File: config.mk
export PLATFORM = sky130hd
export DESIGN_NAME = output_channel_buffer
export DESIGN_NICKNAME = d
export VERILOG_FILES = /design/src/rtl/router_pkg.sv /design/src/rtl/ocb_fifo_mem.sv /design/src/rtl/output_channel_buffer.sv
export SDC_FILE = /design/constraint.sdc
export NUM_CORES = 1
export LEC_CHECK = 0
export CAP_MARGIN = 10
export CELL_PAD_IN_SITES_DETAIL_PLACEMENT = 1
export CELL_PAD_IN_SITES_GLOBAL_PLACEMENT = 1
export CORE_MARGIN = 1
export CORE_UTILIZATION = 42
export DETAILED_ROUTE_END_ITERATION = 10
export PLACE_DENSITY = 0.89
export REMOVE_ABC_BUFFERS = 1
export SYNTH_ARGS = -nofsm -noshare
export SYNTH_HDL_FRONTEND = slang
export SYNTH_SLANG_ARGS = --single-unit
export TNS_END_PERCENT = 1
File: constraint.sdc
create_clock -name clk -period 6.9 [get_ports clk]
set_input_delay 1.38 -clock clk [delete_from_list [all_inputs] [get_ports clk]]
set_output_delay 1.38 -clock clk [all_outputs]
set_load 0.01 [all_outputs]
File: src/rtl/router_pkg.sv
// Router-wide shared constants: flit width, port direction one-hots and buffer depth.
package router_pkg;

  localparam int unsigned FLIT_W    = 64;
  localparam int unsigned OCB_DEPTH = 2;

  localparam logic [4:0] DIR_N     = 5'b00001;
  localparam logic [4:0] DIR_E     = 5'b00010;
  localparam logic [4:0] DIR_S     = 5'b00100;
  localparam logic [4:0] DIR_W     = 5'b01000;
  localparam logic [4:0] DIR_LOCAL = 5'b10000;

endpackage

File: src/rtl/ocb_fifo_mem.sv
// Flit storage for the output channel buffer: synchronous write, asynchronous read.
module ocb_fifo_mem
  import router_pkg::*;
#(
  parameter int unsigned DATA_W = FLIT_W,
  parameter int unsigned DEPTH  = OCB_DEPTH,
  parameter int unsigned PTR_W  = $clog2(DEPTH)
) (
  input  logic              clk,
  input  logic              we,
  input  logic [PTR_W-1:0]  waddr,
  input  logic [DATA_W-1:0] wdata,
  input  logic [PTR_W-1:0]  raddr,
  output logic [DATA_W-1:0] rdata
);

  logic [DATA_W-1:0] mem [DEPTH];

  always_ff @(posedge clk) begin
    if (we) mem[waddr] <= wdata;
  end

  assign rdata = mem[raddr];

endmodule

File: src/rtl/output_channel_buffer.sv
// Output-side flit FIFO between the round-robin arbiter and the link (so/ro handshake).
// Optional macro OCB_OVERFLOW_DET_EN adds a sticky ovf flag for pushes dropped while full.
module output_channel_buffer
  import router_pkg::*;
#(
  parameter int unsigned DATA_W = FLIT_W,
  parameter int unsigned DEPTH  = OCB_DEPTH,
  parameter int unsigned CNT_W  = $clog2(DEPTH) + 1
) (
  input  logic              clk,
  input  logic              rst,
  input  logic              wr_en,
  input  logic [DATA_W-1:0] wr_data,
  output logic              empty,
  output logic              full,
  output logic              so,
  output logic [DATA_W-1:0] data_out,
  input  logic              ro,
`ifdef OCB_OVERFLOW_DET_EN
  output logic              ovf,
`endif
  output logic [CNT_W-1:0]  count
);

  localparam int unsigned PTR_W = $clog2(DEPTH);

  logic [PTR_W-1:0]  wr_ptr;
  logic [PTR_W-1:0]  rd_ptr;
  logic [DATA_W-1:0] head;
  logic              push;
  logic              pop;

  // Flags come from the registered count, so a push never bypasses to the head.
  assign empty = (count == CNT_W'(0));
  assign full  = (count == CNT_W'(DEPTH));
  assign so    = !empty;
  assign push  = wr_en && !full;
  assign pop   = so && ro;

  // Storage is not reset; masking keeps the head at zero whenever nothing is valid.
  assign data_out = empty ? DATA_W'(0) : head;

  ocb_fifo_mem #(
    .DATA_W (DATA_W),
    .DEPTH  (DEPTH),
    .PTR_W  (PTR_W)
  ) u_mem (
    .clk   (clk),
    .we    (push),
    .waddr (wr_ptr),
    .wdata (wr_data),
    .raddr (rd_ptr),
    .rdata (head)
  );

  always_ff @(posedge clk) begin
    if (rst) begin
      wr_ptr <= PTR_W'(0);
      rd_ptr <= PTR_W'(0);
      count  <= CNT_W'(0);
    end else begin
      if (push) wr_ptr <= wr_ptr + PTR_W'(1);
      if (pop)  rd_ptr <= rd_ptr + PTR_W'(1);
      case ({push, pop})
        2'b10:   count <= count + CNT_W'(1);
        2'b01:   count <= count - CNT_W'(1);
        default: count <= count;
      endcase
    end
  end

`ifdef OCB_OVERFLOW_DET_EN
  // Sticky record of any flit dropped at the full boundary.
  always_ff @(posedge clk) begin
    if (rst)              ovf <= 1'b0;
    else if (wr_en && full) ovf <= 1'b1;
  end

  always_ff @(posedge clk) begin
    if (!rst && wr_en && full)
      $error("output_channel_buffer: push dropped while full");
  end
`endif

endmodule

Word level (Yosys, flattened, before mapping)
Memory sizes are Yosys's and may differ from the RTL's. A register that Yosys moved wholly into a read port is not among the register bits.
Index checks and enable logic that the tools add are counted.
Word-level totals
  register bits after elaboration: 4
  bits in writable memories: 128
  bits of input ports: 68
  output and inout port bits: 69
  logic and storage cells: 23
  memories: 1
Memory list
  u_mem.mem: depth 2, bits a word 64, read ports 1, clocked after memory_dff 1, wr ports 1, RTL line ocb_fifo_mem.sv:17  | logic [DATA_W-1:0] mem [DEPTH];
Operators by class
  $add $sub $neg: 4
  equality and inequality tests: 3
  muxes and demuxes: 6
  reductions and logical operators: 6
Operators with widths (number)
  64-bit two-way mux: 1
  2-bit equality test, second input constant: 2
  1-bit two-way mux: 4
  2-bit case mux with 2 select lines: 1
  1-bit adder, second input constant: 2
  2-bit by 1-bit adder with 2-bit output, second input constant: 1
  2-bit by 1-bit equality test with 1-bit output, second input constant: 1
  1-bit logical AND: 2
  1-bit logical NOT: 2
  2-bit logical NOT: 1
  2-bit nonzero test: 1
  2-bit by 1-bit subtractor with 2-bit output, second input constant: 1

Depth between registers and ports, before layout
Gate-level depths: netlist (run 1).
  depth in word-level cells: 5
  gate-level depth with buffers: 6
  mapped depth without buffers: 6

Modules after synthesis
From an unflattened synthesis (run 1), not the netlist that was laid out.
Unflattened totals
  cells, all modules: 296
  area total of the unflattened synthesis: 5564.1 sq um
By module, submodules not included
  ocb_fifo_mem: times used 1, cells each 201, area an instance 4933.5 sq um, sequential area each 3843.7 sq um
  output_channel_buffer: times used 1, cells each 95, area an instance 630.6 sq um, sequential area each 80.1 sq um

Least setup slack after synthesis (run 1)
No wires, ideal clock.
  path type: input port to flip-flop
  from: in wr_en
  to: mem u_mem.mem[0][0] (netlist name), enable pin
  library setup time: 0.418 ns
  arrival: 3.025 ns
  data required time: 6.482 ns
  path slack: 3.457 ns
  cell stages on the path: 3
  buffers on the path: 0
  cell sequence: inv_1 > or3_1 > inv_1
Between the ends
  longest elaborated chain between the ends: 3
RTL lines
  start, declared: RTL line output_channel_buffer.sv:12  | input logic wr_en,
  1-bit logical AND: RTL line output_channel_buffer.sv:37  | assign push = wr_en && !full;
  1-bit two-way mux: RTL line ocb_fifo_mem.sv:20  | if (we) mem[waddr] <= wdata;
  1-bit two-way mux (implied by the code): RTL line ocb_fifo_mem.sv:20
  end, declared: RTL line ocb_fifo_mem.sv:17
Every way passes these cells.

Worst setup path after layout (run 1)
  from: reg count[0]
  to: out empty
Between the ends
  longest elaborated chain between the ends: 1
RTL lines
  start, declared: RTL line output_channel_buffer.sv:22  | output logic [CNT_W-1:0] count
  start signal, assigned: RTL line output_channel_buffer.sv:65  | 2'b10: count <= count + CNT_W'(1);
  start signal, assigned: RTL line output_channel_buffer.sv:66  | 2'b01: count <= count - CNT_W'(1);
  start signal, assigned: RTL line output_channel_buffer.sv:67  | default: count <= count;
  2-bit logical NOT: RTL line output_channel_buffer.sv:34  | assign empty = (count == CNT_W'(0));
  end, declared: RTL line output_channel_buffer.sv:14  | output logic empty,
Every way passes these cells.

==> results of run 1 <==
==> final timing paths <==
path | from | endpoint | slack [ns]
worst max-delay path | count[0] | empty | 2.96
worst min-delay path | rd_ptr | rd_ptr | 0.56
worst max register to register | count[0] | u_mem.mem[0][44] | 4.71
worst min register to register | rd_ptr | rd_ptr | 0.56
==> per-layer routing <==
metal,global-route usage,up-vias
li1,-,1382
met1,0.192,1440
met2,0.339,99
met3,0.0642,17
met4,0.0919,0
met5,0,-
==> critical path, cell delays in order (launching register included) <==
cell	delay [ns]
sky130_fd_sc_hd__dfxtp_1	0.37
sky130_fd_sc_hd__or2_1	0.27
sky130_fd_sc_hd__inv_2	0.79
sky130_fd_sc_hd__clkdlybuf4s50_1	0.70
==> cell usage in the layout (no fill, tap or decap), types with 3 or more instances in the layout <==
master	Yosys	layout
sky130_fd_sc_hd__clkinv_2	0	3
sky130_fd_sc_hd__clkbuf_1	0	6
sky130_fd_sc_hd__mux2i_1	64	64
sky130_fd_sc_hd__o21ai_0	3	3
sky130_fd_sc_hd__clkbuf_16	0	17
sky130_fd_sc_hd__dfxtp_1	5	4
sky130_fd_sc_hd__clkdlybuf4s50_1	0	136
sky130_fd_sc_hd__nor2_1	67	67
sky130_fd_sc_hd__inv_2	1	3
sky130_fd_sc_hd__clkinv_1	0	4
sky130_fd_sc_hd__edfxtp_1	128	128
==> sequential cells by signal, indices dropped and copies added, names as in the netlist, named ones only <==
register	cells
u_mem.mem	128
count	2
rd_ptr	1
wr_ptr	1
==> power by group <==
| group | switching [uW] | total [uW] | leakage, uW | internal (uW) |
|---|---|---|---|---|
| clock network | 302 | 787 | 0.000249 | 485 |
| registers | 110 | 1130 | 0.00124 | 1020 |
| logic | 465 | 998 | 0.000876 | 533 |
==> area by class of cell <==
type	count	area [um2]	area share
clock inverter	8	60.1	0.00856
multi-input combinational	146	997	0.142
tap	143	179	0.0255
inverter	5	18.8	0.00267
timing repair buffer	137	1370	0.195
clock buffer	23	448	0.0638
sequential	133	3950	0.562
==> stage by stage <==
step / util / total power, uW / worst slack, ns / std cells
2_1_floorplan: - / 1600 / 2.79 / 284
3_3_place_gp: 0.563 / 2110 / 3.41 / 564
3_5_place_dp: 0.563 / 2160 / 3.38 / 564
4_1_cts: 0.607 / 2960 / 2.92 / 595
5_1_grt: 0.607 / 3060 / 2.75 / 595
6_report: 0.607 / 2920 / 2.96 / 595
==> cells by family after synthesis <==
family,after synthesis,synth area share
flip-flops,133,0.782
AO/OA/AOI/OAI,5,0.00496
multiplexers,64,0.127
adder cells (fa/ha/maj),1,0.00248
XOR/XNOR,3,0.00521
AND/OR/NAND/NOR,73,0.0570
buffers and inverters,19,0.0216
==> impl_results.html, run 1 <==
<table>
<tr><th>Metric</th><th>Value</th></tr>
<tr><th colspan="2">Routing</th></tr>
<tr><td>Vias post-DR</td><td>about 2900</td></tr>
<tr><td>Metal1 wirelength</td><td>between 4000 and 5000 um</td></tr>
<tr><td>Count of TritonRoute iterations in the first routing pass</td><td>7</td></tr>
<tr><td>WL met2</td><td>roughly 5900 um</td></tr>
<tr><td>Sum of routed wire length over all layers</td><td>roughly 11000 um</td></tr>
<tr><td>DRC violation count after routing</td><td>10</td></tr>
<tr><td>Wire length on met3</td><td>between 600 and 700 um</td></tr>
<tr><td>1st-iter DRT viols</td><td>~140</td></tr>
<tr><td>WL/cell</td><td>about 18 um</td></tr>
<tr><td>Via density</td><td>about 5</td></tr>
<tr><td>DR top layer</td><td>met4</td></tr>
<tr><td>Post-route ant nets</td><td>0</td></tr>
<tr><th colspan="2">Yosys</th></tr>
<tr><td>Number of enable-type register cells in the synthesized netlist</td><td>around 130</td></tr>
<tr><td>Flops &amp; latches, synth</td><td>~130</td></tr>
<tr><td>Total standard cell area after synthesis</td><td>5040 um2</td></tr>
<tr><td>Library cell occupying the most area in the post-synthesis netlist</td><td>sky130_fd_sc_hd__edfxtp_1</td></tr>
<tr><td>Portion of synthesized cell area occupied by the leading cell type</td><td>0.762</td></tr>
<tr><td>Cells after Synth</td><td>298</td></tr>
<tr><td>Biggest area contributors in the synthesized netlist</td><td>sky130_fd_sc_hd__edfxtp_1, sky130_fd_sc_hd__mux2i_1, sky130_fd_sc_hd__nor2_1</td></tr>
<tr><td>Synthesized area divided by synthesized cell count</td><td>~17 um2</td></tr>
<tr><td>Share of async-settable or async-resettable flops after synthesis</td><td>0</td></tr>
<tr><td>Sequential share of the synthesized area</td><td>0.782</td></tr>
<tr><td>Most used standard cell by instance count after synthesis</td><td>sky130_fd_sc_hd__edfxtp_1</td></tr>
<tr><td>Synth Warn #</td><td>0</td></tr>
<tr><td>Number of distinct library cells after synthesis</td><td>18</td></tr>
<tr><td>Most common library cells after synthesis</td><td>sky130_fd_sc_hd__edfxtp_1, sky130_fd_sc_hd__nor2_1, sky130_fd_sc_hd__mux2i_1, sky130_fd_sc_hd__buf_4, sky130_fd_sc_hd__buf_2</td></tr>
<tr><td>Most used flip-flop cell after synthesis</td><td>sky130_fd_sc_hd__edfxtp_1</td></tr>
<tr><th colspan="2">Timing</th></tr>
<tr><td>Final setup TNS</td><td>0 ns</td></tr>
<tr><td>Worst Clk Skew</td><td>between 0.007 and 0.008 ns</td></tr>
<tr><td>Final number of hold-violating endpoints</td><td>0</td></tr>
<tr><td>Total setup violations reported at the end of the flow</td><td>0</td></tr>
<tr><td>Fin crit period</td><td>between 3 and 4 ns</td></tr>
<tr><td>RSZ-0062 raised after global routing</td><td>false</td></tr>
<tr><td>Portion of the clock cycle consumed by the worst path in the final layout</td><td>0.571</td></tr>
<tr><td>Worst hold margin</td><td>about 0.56 ns</td></tr>
<tr><td>Tightest Pin Transition</td><td>1.15 ns</td></tr>
<tr><td>Worst slew margin relative to its limit</td><td>0.231</td></tr>
<tr><td>Maximum clock frequency</td><td>254 MHz</td></tr>
<tr><td>Number of max-slew violations in the final report</td><td>0</td></tr>
<tr><th colspan="2">Critical path</th></tr>
<tr><td>Worst setup SP type</td><td>flip-flop</td></tr>
<tr><td>Classification of the worst setup path</td><td>reg -&gt; out</td></tr>
<tr><td>Depth of the most critical reg-to-reg path</td><td>5</td></tr>
<tr><td>Critical path required time</td><td>5.52 ns</td></tr>
<tr><td>Arrival time worst endpoint</td><td>2.56 ns</td></tr>
<tr><td>Setup crit end kind</td><td>output pin</td></tr>
<tr><td>CP max FO</td><td>65</td></tr>
<tr><th colspan="2">Floorplan</th></tr>
<tr><td>Io pins</td><td>around 140</td></tr>
<tr><td>Std-Cell Core Area</td><td>between 10000 and 15000 um2</td></tr>
<tr><td>Die extent in x</td><td>between 100 and 150 um</td></tr>
<tr><td>Die area</td><td>12500 um2</td></tr>
<tr><td>Initial cell density of the core</td><td>0.436</td></tr>
<tr><td>Height of the chip</td><td>between 100 and 150 um</td></tr>
<tr><td>FP Rows</td><td>39</td></tr>
<tr><th colspan="2">Clock tree</th></tr>
<tr><td>Clock latency on the worst-skew pair</td><td>0.41 ns</td></tr>
<tr><td>TritonCTS clock tree</td><td>done</td></tr>
<tr><td>Clock tree root buffer cell</td><td>sky130_fd_sc_hd__clkbuf_16</td></tr>
<tr><td>Setup bufs post-CTS</td><td>0</td></tr>
<tr><td>H-Tree Depth</td><td>4</td></tr>
<tr><td>Bufs on Longest Clock Path</td><td>2</td></tr>
<tr><td>Total of cells resized after clock tree synthesis</td><td>0</td></tr>
<tr><td>Post-cts hold buffer count</td><td>0</td></tr>
<tr><td>Clock transition at the register clock pins on the worst setup and hold paths after CTS</td><td>0.05 ns</td></tr>
<tr><td>Number of CTS-inserted buffers</td><td>17</td></tr>
<tr><td>Clock sinks</td><td>~130</td></tr>
<tr><th colspan="2">Placement</th></tr>
<tr><td>GP Congestion</td><td>about 0.71</td></tr>
<tr><td>HPWL reported at the end of detailed placement</td><td>approximately 6800 um</td></tr>
<tr><td>Post-Place Cell Area</td><td>~6500 um2</td></tr>
<tr><td>Number of buffers inserted by port buffering</td><td>approximately 140</td></tr>
<tr><th colspan="2">Power</th></tr>
<tr><td>Total power density per cell area</td><td>a little over 400 nW/um2</td></tr>
<tr><td>Worst supply voltage drop on vdd</td><td>between 200 and 300 uV</td></tr>
<tr><td>Leakage Power</td><td>around 0.0024 uW</td></tr>
<tr><th colspan="2">Cells and area</th></tr>
<tr><td>Number of diodes added for antenna fixing</td><td>0</td></tr>
<tr><td>Layout cell share with drive strength beyond 1</td><td>0.0597</td></tr>
<tr><td>Filler instances</td><td>about 1100</td></tr>
<tr><td>Area added between synthesis and finish</td><td>39.1%</td></tr>
<tr><td>Final net count</td><td>~500</td></tr>
<tr><td>Layout Cell Area excl Fill</td><td>about 7000 um2</td></tr>
<tr><th colspan="2">Global route</th></tr>
<tr><td>Sum of overflow across all layers after global routing</td><td>0</td></tr>
<tr><td>Largest net degree at the start of global routing</td><td>66</td></tr>
<tr><td>Number of antenna violations at the first check in global routing</td><td>0</td></tr>
<tr><td>First-pass GRT wire length</td><td>about 17000 um</td></tr>
<tr><td>Via count of the first global-routing pass</td><td>between 3000 and 4000</td></tr>
<tr><td>GR Util All Layers</td><td>0.187</td></tr>
<tr><th colspan="2">Min path</th></tr>
<tr><td>Number of cells traversed by the worst hold path</td><td>2</td></tr>
<tr><td>Type of the most critical hold path</td><td>reg -&gt; reg</td></tr>
<tr><th colspan="2">Status</th></tr>
<tr><td>Violated checks</td><td>DRC</td></tr>
<tr><td>Run status</td><td>finished, violations left</td></tr>
<tr><th colspan="2">Run</th></tr>
<tr><td>Reported max-cap violation count</td><td>0</td></tr>
</table>
Note: power is estimated with default switching activity, not from simulation.
==> run 2, diff against run 1 <==
--- a/config.mk
+++ b/config.mk
@@ -9,9 +9,9 @@
 export CELL_PAD_IN_SITES_DETAIL_PLACEMENT = 1
 export CELL_PAD_IN_SITES_GLOBAL_PLACEMENT = 1
 export CORE_MARGIN = 1
-export CORE_UTILIZATION = 42
+export CORE_UTILIZATION = 36
 export DETAILED_ROUTE_END_ITERATION = 10
-export PLACE_DENSITY = 0.89
+export PLACE_DENSITY = 0.81
 export REMOVE_ABC_BUFFERS = 1
 export SYNTH_ARGS = -nofsm -noshare
 export SYNTH_HDL_FRONTEND = slang
==> constraint.sdc (replaced) <==
create_clock -name clk -period 3.5 [get_ports clk]
set_input_delay 0.7 -clock clk [delete_from_list [all_inputs] [get_ports clk]]
set_output_delay 0.7 -clock clk [all_outputs]
set_load 0.01 [all_outputs]
==> run 2 against run 1 <==
  * Final cell count increased by 5.9%
  * Critical endpoint is now data_out[41]
  * Critical path depth increased by 2
  * Register-to-register slack got worse by 3.1 ns
  * Clock power increased by 94%
  * Setup slack got worse by 2.5 ns
  * Routed wire length decreased by 0.17%
  * The flow now finishes without violations
==> impl_results.html, run 2 (synthesis results as in run 1) <==
<table>
<tr><th>Metric</th><th>Value</th></tr>
<tr><th colspan="2">Status</th></tr>
<tr><td>Run status</td><td>completed</td></tr>
<tr><th colspan="2">Routing</th></tr>
<tr><td>1st-iter DRT viols</td><td>196 (+45%)</td></tr>
<tr><td>DR top layer</td><td>met4</td></tr>
<tr><td>Wire length on met3</td><td>621 um (-3.9%)</td></tr>
<tr><td>WL/cell</td><td>17.2 um (-5.7%)</td></tr>
<tr><td>WL met2</td><td>5580 um (-5.3%)</td></tr>
<tr><td>Post-route ant nets</td><td>0 (unchanged)</td></tr>
<tr><td>Vias post-DR</td><td>2978 (+1.4%)</td></tr>
<tr><td>Count of TritonRoute iterations in the first routing pass</td><td>4 (-3)</td></tr>
<tr><td>DRC violation count after routing</td><td>0 (-10)</td></tr>
<tr><td>Sum of routed wire length over all layers</td><td>10900 um (-0.17%)</td></tr>
<tr><td>Metal1 wirelength</td><td>4480 um (+8.1%)</td></tr>
<tr><td>Via density</td><td>4.73 (-4.3%)</td></tr>
<tr><th colspan="2">Global route</th></tr>
<tr><td>Number of antenna violations at the first check in global routing</td><td>0 (unchanged)</td></tr>
<tr><td>Via count of the first global-routing pass</td><td>3268 (+0.65%)</td></tr>
<tr><td>GR Util All Layers</td><td>0.159 (-0.0273)</td></tr>
<tr><td>Sum of overflow across all layers after global routing</td><td>0 (unchanged)</td></tr>
<tr><td>Largest net degree at the start of global routing</td><td>65 (-1.5%)</td></tr>
<tr><td>First-pass GRT wire length</td><td>17000 um (+0.65%)</td></tr>
<tr><th colspan="2">Clock tree</th></tr>
<tr><td>Clock transition at the register clock pins on the worst setup and hold paths after CTS</td><td>0.05 ns (about the same)</td></tr>
<tr><td>Clock tree root buffer cell</td><td>sky130_fd_sc_hd__clkbuf_16</td></tr>
<tr><td>Number of CTS-inserted buffers</td><td>17 (unchanged)</td></tr>
<tr><td>Clock latency on the worst-skew pair</td><td>0.41 ns (about the same)</td></tr>
<tr><td>H-Tree Depth</td><td>4 (unchanged)</td></tr>
<tr><td>Post-cts hold buffer count</td><td>0 (unchanged)</td></tr>
<tr><td>TritonCTS clock tree</td><td>done</td></tr>
<tr><td>Total of cells resized after clock tree synthesis</td><td>0 (unchanged)</td></tr>
<tr><td>Clock sinks</td><td>133 (unchanged)</td></tr>
<tr><td>Bufs on Longest Clock Path</td><td>2 (unchanged)</td></tr>
<tr><td>Setup bufs post-CTS</td><td>0 (unchanged)</td></tr>
<tr><th colspan="2">Floorplan</th></tr>
<tr><td>Io pins</td><td>137 (unchanged)</td></tr>
<tr><td>Die area</td><td>14500 um2 (+16%)</td></tr>
<tr><td>Height of the chip</td><td>120 um (+7.9%)</td></tr>
<tr><td>Initial cell density of the core</td><td>0.375 (-0.0612)</td></tr>
<tr><td>Std-Cell Core Area</td><td>13500 um2 (+16%)</td></tr>
<tr><td>Die extent in x</td><td>120 um (+7.9%)</td></tr>
<tr><td>FP Rows</td><td>42 (+7.7%)</td></tr>
<tr><th colspan="2">Power</th></tr>
<tr><td>Leakage Power</td><td>0.00239 uW (+1.1%)</td></tr>
<tr><td>Worst supply voltage drop on vdd</td><td>472 uV (+76%)</td></tr>
<tr><td>Total power density per cell area</td><td>814 nW/um2 (+96%)</td></tr>
<tr><th colspan="2">Critical path</th></tr>
<tr><td>CP max FO</td><td>41 (-37%)</td></tr>
<tr><td>Worst setup SP type</td><td>flip-flop</td></tr>
<tr><td>Setup crit end kind</td><td>output pin</td></tr>
<tr><td>Largest stage delay on the critical path</td><td>0.49 ns (-0.30 ns)</td></tr>
<tr><td>Origin of the worst setup path</td><td>count[0]</td></tr>
<tr><td>Cell family with the largest share of critical-path delay</td><td>buffers and inverters</td></tr>
<tr><td>Critical Path Slowest Stage Cell</td><td>sky130_fd_sc_hd__clkdlybuf4s50_1</td></tr>
<tr><td>Start of the worst register-to-register path</td><td>count[0]</td></tr>
<tr><td>Critical-path cell list</td><td>or2_1 &gt; inv_2 &gt; buf_12 &gt; nor2_1 &gt; clkdlybuf4s50_1</td></tr>
<tr><td>Stages on worst setup path</td><td>5 (+2)</td></tr>
<tr><td>Arrival time worst endpoint</td><td>2.30 ns (-0.26 ns)</td></tr>
<tr><td>Sum of buffers and inverters on the critical path</td><td>3 (+1)</td></tr>
<tr><td>Critical path required time</td><td>2.80 ns (-2.72 ns)</td></tr>
<tr><td>Depth of the most critical reg-to-reg path</td><td>2 (-3)</td></tr>
<tr><td>Classification of the worst setup path</td><td>reg -&gt; out</td></tr>
<tr><th colspan="2">Cells and area</th></tr>
<tr><td>Most frequent standard cell in the layout excluding fill and tap cells</td><td>sky130_fd_sc_hd__clkdlybuf4s50_1</td></tr>
<tr><td>Final net count</td><td>512 (+0.59%)</td></tr>
<tr><td>Most frequent cells in the layout</td><td>sky130_fd_sc_hd__clkdlybuf4s50_1, sky130_fd_sc_hd__edfxtp_1, sky130_fd_sc_hd__nor2_1</td></tr>
<tr><td>Filler-free cell count of the finished design</td><td>630 (+5.9%)</td></tr>
<tr><td>Number of flip-flops under the largest register name</td><td>128 (unchanged)</td></tr>
<tr><td>Filler instances</td><td>1306 (+20%)</td></tr>
<tr><td>Number of diodes added for antenna fixing</td><td>0 (unchanged)</td></tr>
<tr><td>Register with the most flip-flops</td><td>u_mem.mem</td></tr>
<tr><td>Top flop regs</td><td>u_mem.mem x128, count x2</td></tr>
<tr><td>Area added between synthesis and finish</td><td>41.1%</td></tr>
<tr><td>Core utilization of the finished layout</td><td>0.529 (-0.0779)</td></tr>
<tr><td>Layout cell share with drive strength beyond 1</td><td>0.0661 (+0.00634)</td></tr>
<tr><th colspan="2">Timing</th></tr>
<tr><td>Final number of hold-violating endpoints</td><td>0 (unchanged)</td></tr>
<tr><td>Tightest Pin Transition</td><td>0.895 ns (-0.259 ns)</td></tr>
<tr><td>Total setup violations reported at the end of the flow</td><td>0 (unchanged)</td></tr>
<tr><td>Worst slew margin relative to its limit</td><td>0.404 (+0.173)</td></tr>
<tr><td>Worst hold margin</td><td>0.510 ns (-0.0479 ns)</td></tr>
<tr><td>Worst Clk Skew</td><td>0.00413 ns (-0.00297 ns)</td></tr>
<tr><td>Final setup TNS</td><td>0 ns (unchanged)</td></tr>
<tr><td>Number of max-slew violations in the final report</td><td>0 (unchanged)</td></tr>
<tr><td>Portion of the clock cycle consumed by the worst path in the final layout</td><td>0.858</td></tr>
<tr><td>RSZ-0062 raised after global routing</td><td>false</td></tr>
<tr><td>Fin crit period</td><td>approximately 3 ns</td></tr>
<tr><td>Maximum clock frequency</td><td>333 MHz</td></tr>
<tr><th colspan="2">Min path</th></tr>
<tr><td>Min-Delay Startpoint</td><td>rd_ptr</td></tr>
<tr><td>Type of the most critical hold path</td><td>reg -&gt; reg</td></tr>
<tr><td>Number of cells traversed by the worst hold path</td><td>2 (unchanged)</td></tr>
<tr><th colspan="2">Placement</th></tr>
<tr><td>HPWL reported at the end of detailed placement</td><td>6930 um (+1.5%)</td></tr>
<tr><td>GP Congestion</td><td>0.688 (-2.7%)</td></tr>
<tr><td>Cell count after placement</td><td>600 (+6.4%)</td></tr>
<tr><td>Number of buffers inserted by port buffering</td><td>136 (unchanged)</td></tr>
<tr><th colspan="2">Run</th></tr>
<tr><td>Reported max-cap violation count</td><td>0 (unchanged)</td></tr>
</table>
## run 2: changes by cell type in the layout (fill, tap and decap cells not counted)
cell,delta
sky130_fd_sc_hd__clkinv_1,+1
sky130_fd_sc_hd__clkbuf_1,-2
sky130_fd_sc_hd__buf_12,+3
## run 2: through the flow
| stage | worst slack [ns] | area, um2 | power (uW) |
|---|---|---|---|
| 2_1_floorplan | 0.0686 | 4950 | 3160 |
| 3_3_place_gp | 0.955 | 6610 | 4270 |
| 3_5_place_dp | 0.904 | 6610 | 4330 |
| 4_1_cts | 0.446 | 7120 | 5900 |
| 5_1_grt | 0.339 | 7120 | 6100 |
| 6_report | 0.496 | 7120 | 5800 |
## run 2: metal layers
metal / track usage / vias up
met5: 0 / -
met4: 0.0725 / 0
met3: 0.0538 / 18
met2: 0.270 / 102
met1: 0.182 / 1467
li1: - / 1391
## run 2: path summary, 6_finish.rpt
check / endpoint / slack [ns]
setup reg to reg: u_mem.mem[1][7] / 1.65
hold / removal: flip-flop / 0.51
setup / recovery: data_out[41] / 0.50
hold reg to reg: flip-flop / 0.51
## run 2: worst register-to-register path, stage by stage (launching register included)
cell and delay (ns):
sky130_fd_sc_hd__dfxtp_1 0.43, sky130_fd_sc_hd__or2b_1 0.21, sky130_fd_sc_hd__and3_4 0.79
## run 2: where the power goes
| part | switching, uW | internal (uW) | total (uW) |
|---|---|---|---|
| Sequential | 129 | 2020 | 2150 |
| Clock | 583 | 949 | 1530 |
| Combinational | 1020 | 1100 | 2120 |
| Total | 1730 | 4060 | 5800 |
## run 2: area by class of cell
class / instances / area [um2] / share of cell area
clock buffer: 21 / 440 / 0.0619
clock inverter: 9 / 63.8 / 0.00897
sequential: 133 / 3950 / 0.555
inverter: 5 / 18.8 / 0.00264
timing repair buffer: 140 / 1430 / 0.201
tap: 176 / 220 / 0.0309
multi-input combinational: 146 / 997 / 0.140
==> run 3, diff against run 2 <==
--- a/config.mk
+++ b/config.mk
@@ -8,7 +8,6 @@
 export CAP_MARGIN = 10
 export CELL_PAD_IN_SITES_DETAIL_PLACEMENT = 1
 export CELL_PAD_IN_SITES_GLOBAL_PLACEMENT = 1
-export CORE_MARGIN = 1
 export CORE_UTILIZATION = 36
 export DETAILED_ROUTE_END_ITERATION = 10
 export PLACE_DENSITY = 0.81
==> results of run 3 <==
No change in the layout: final DEF, timing and power equal those of run 2.
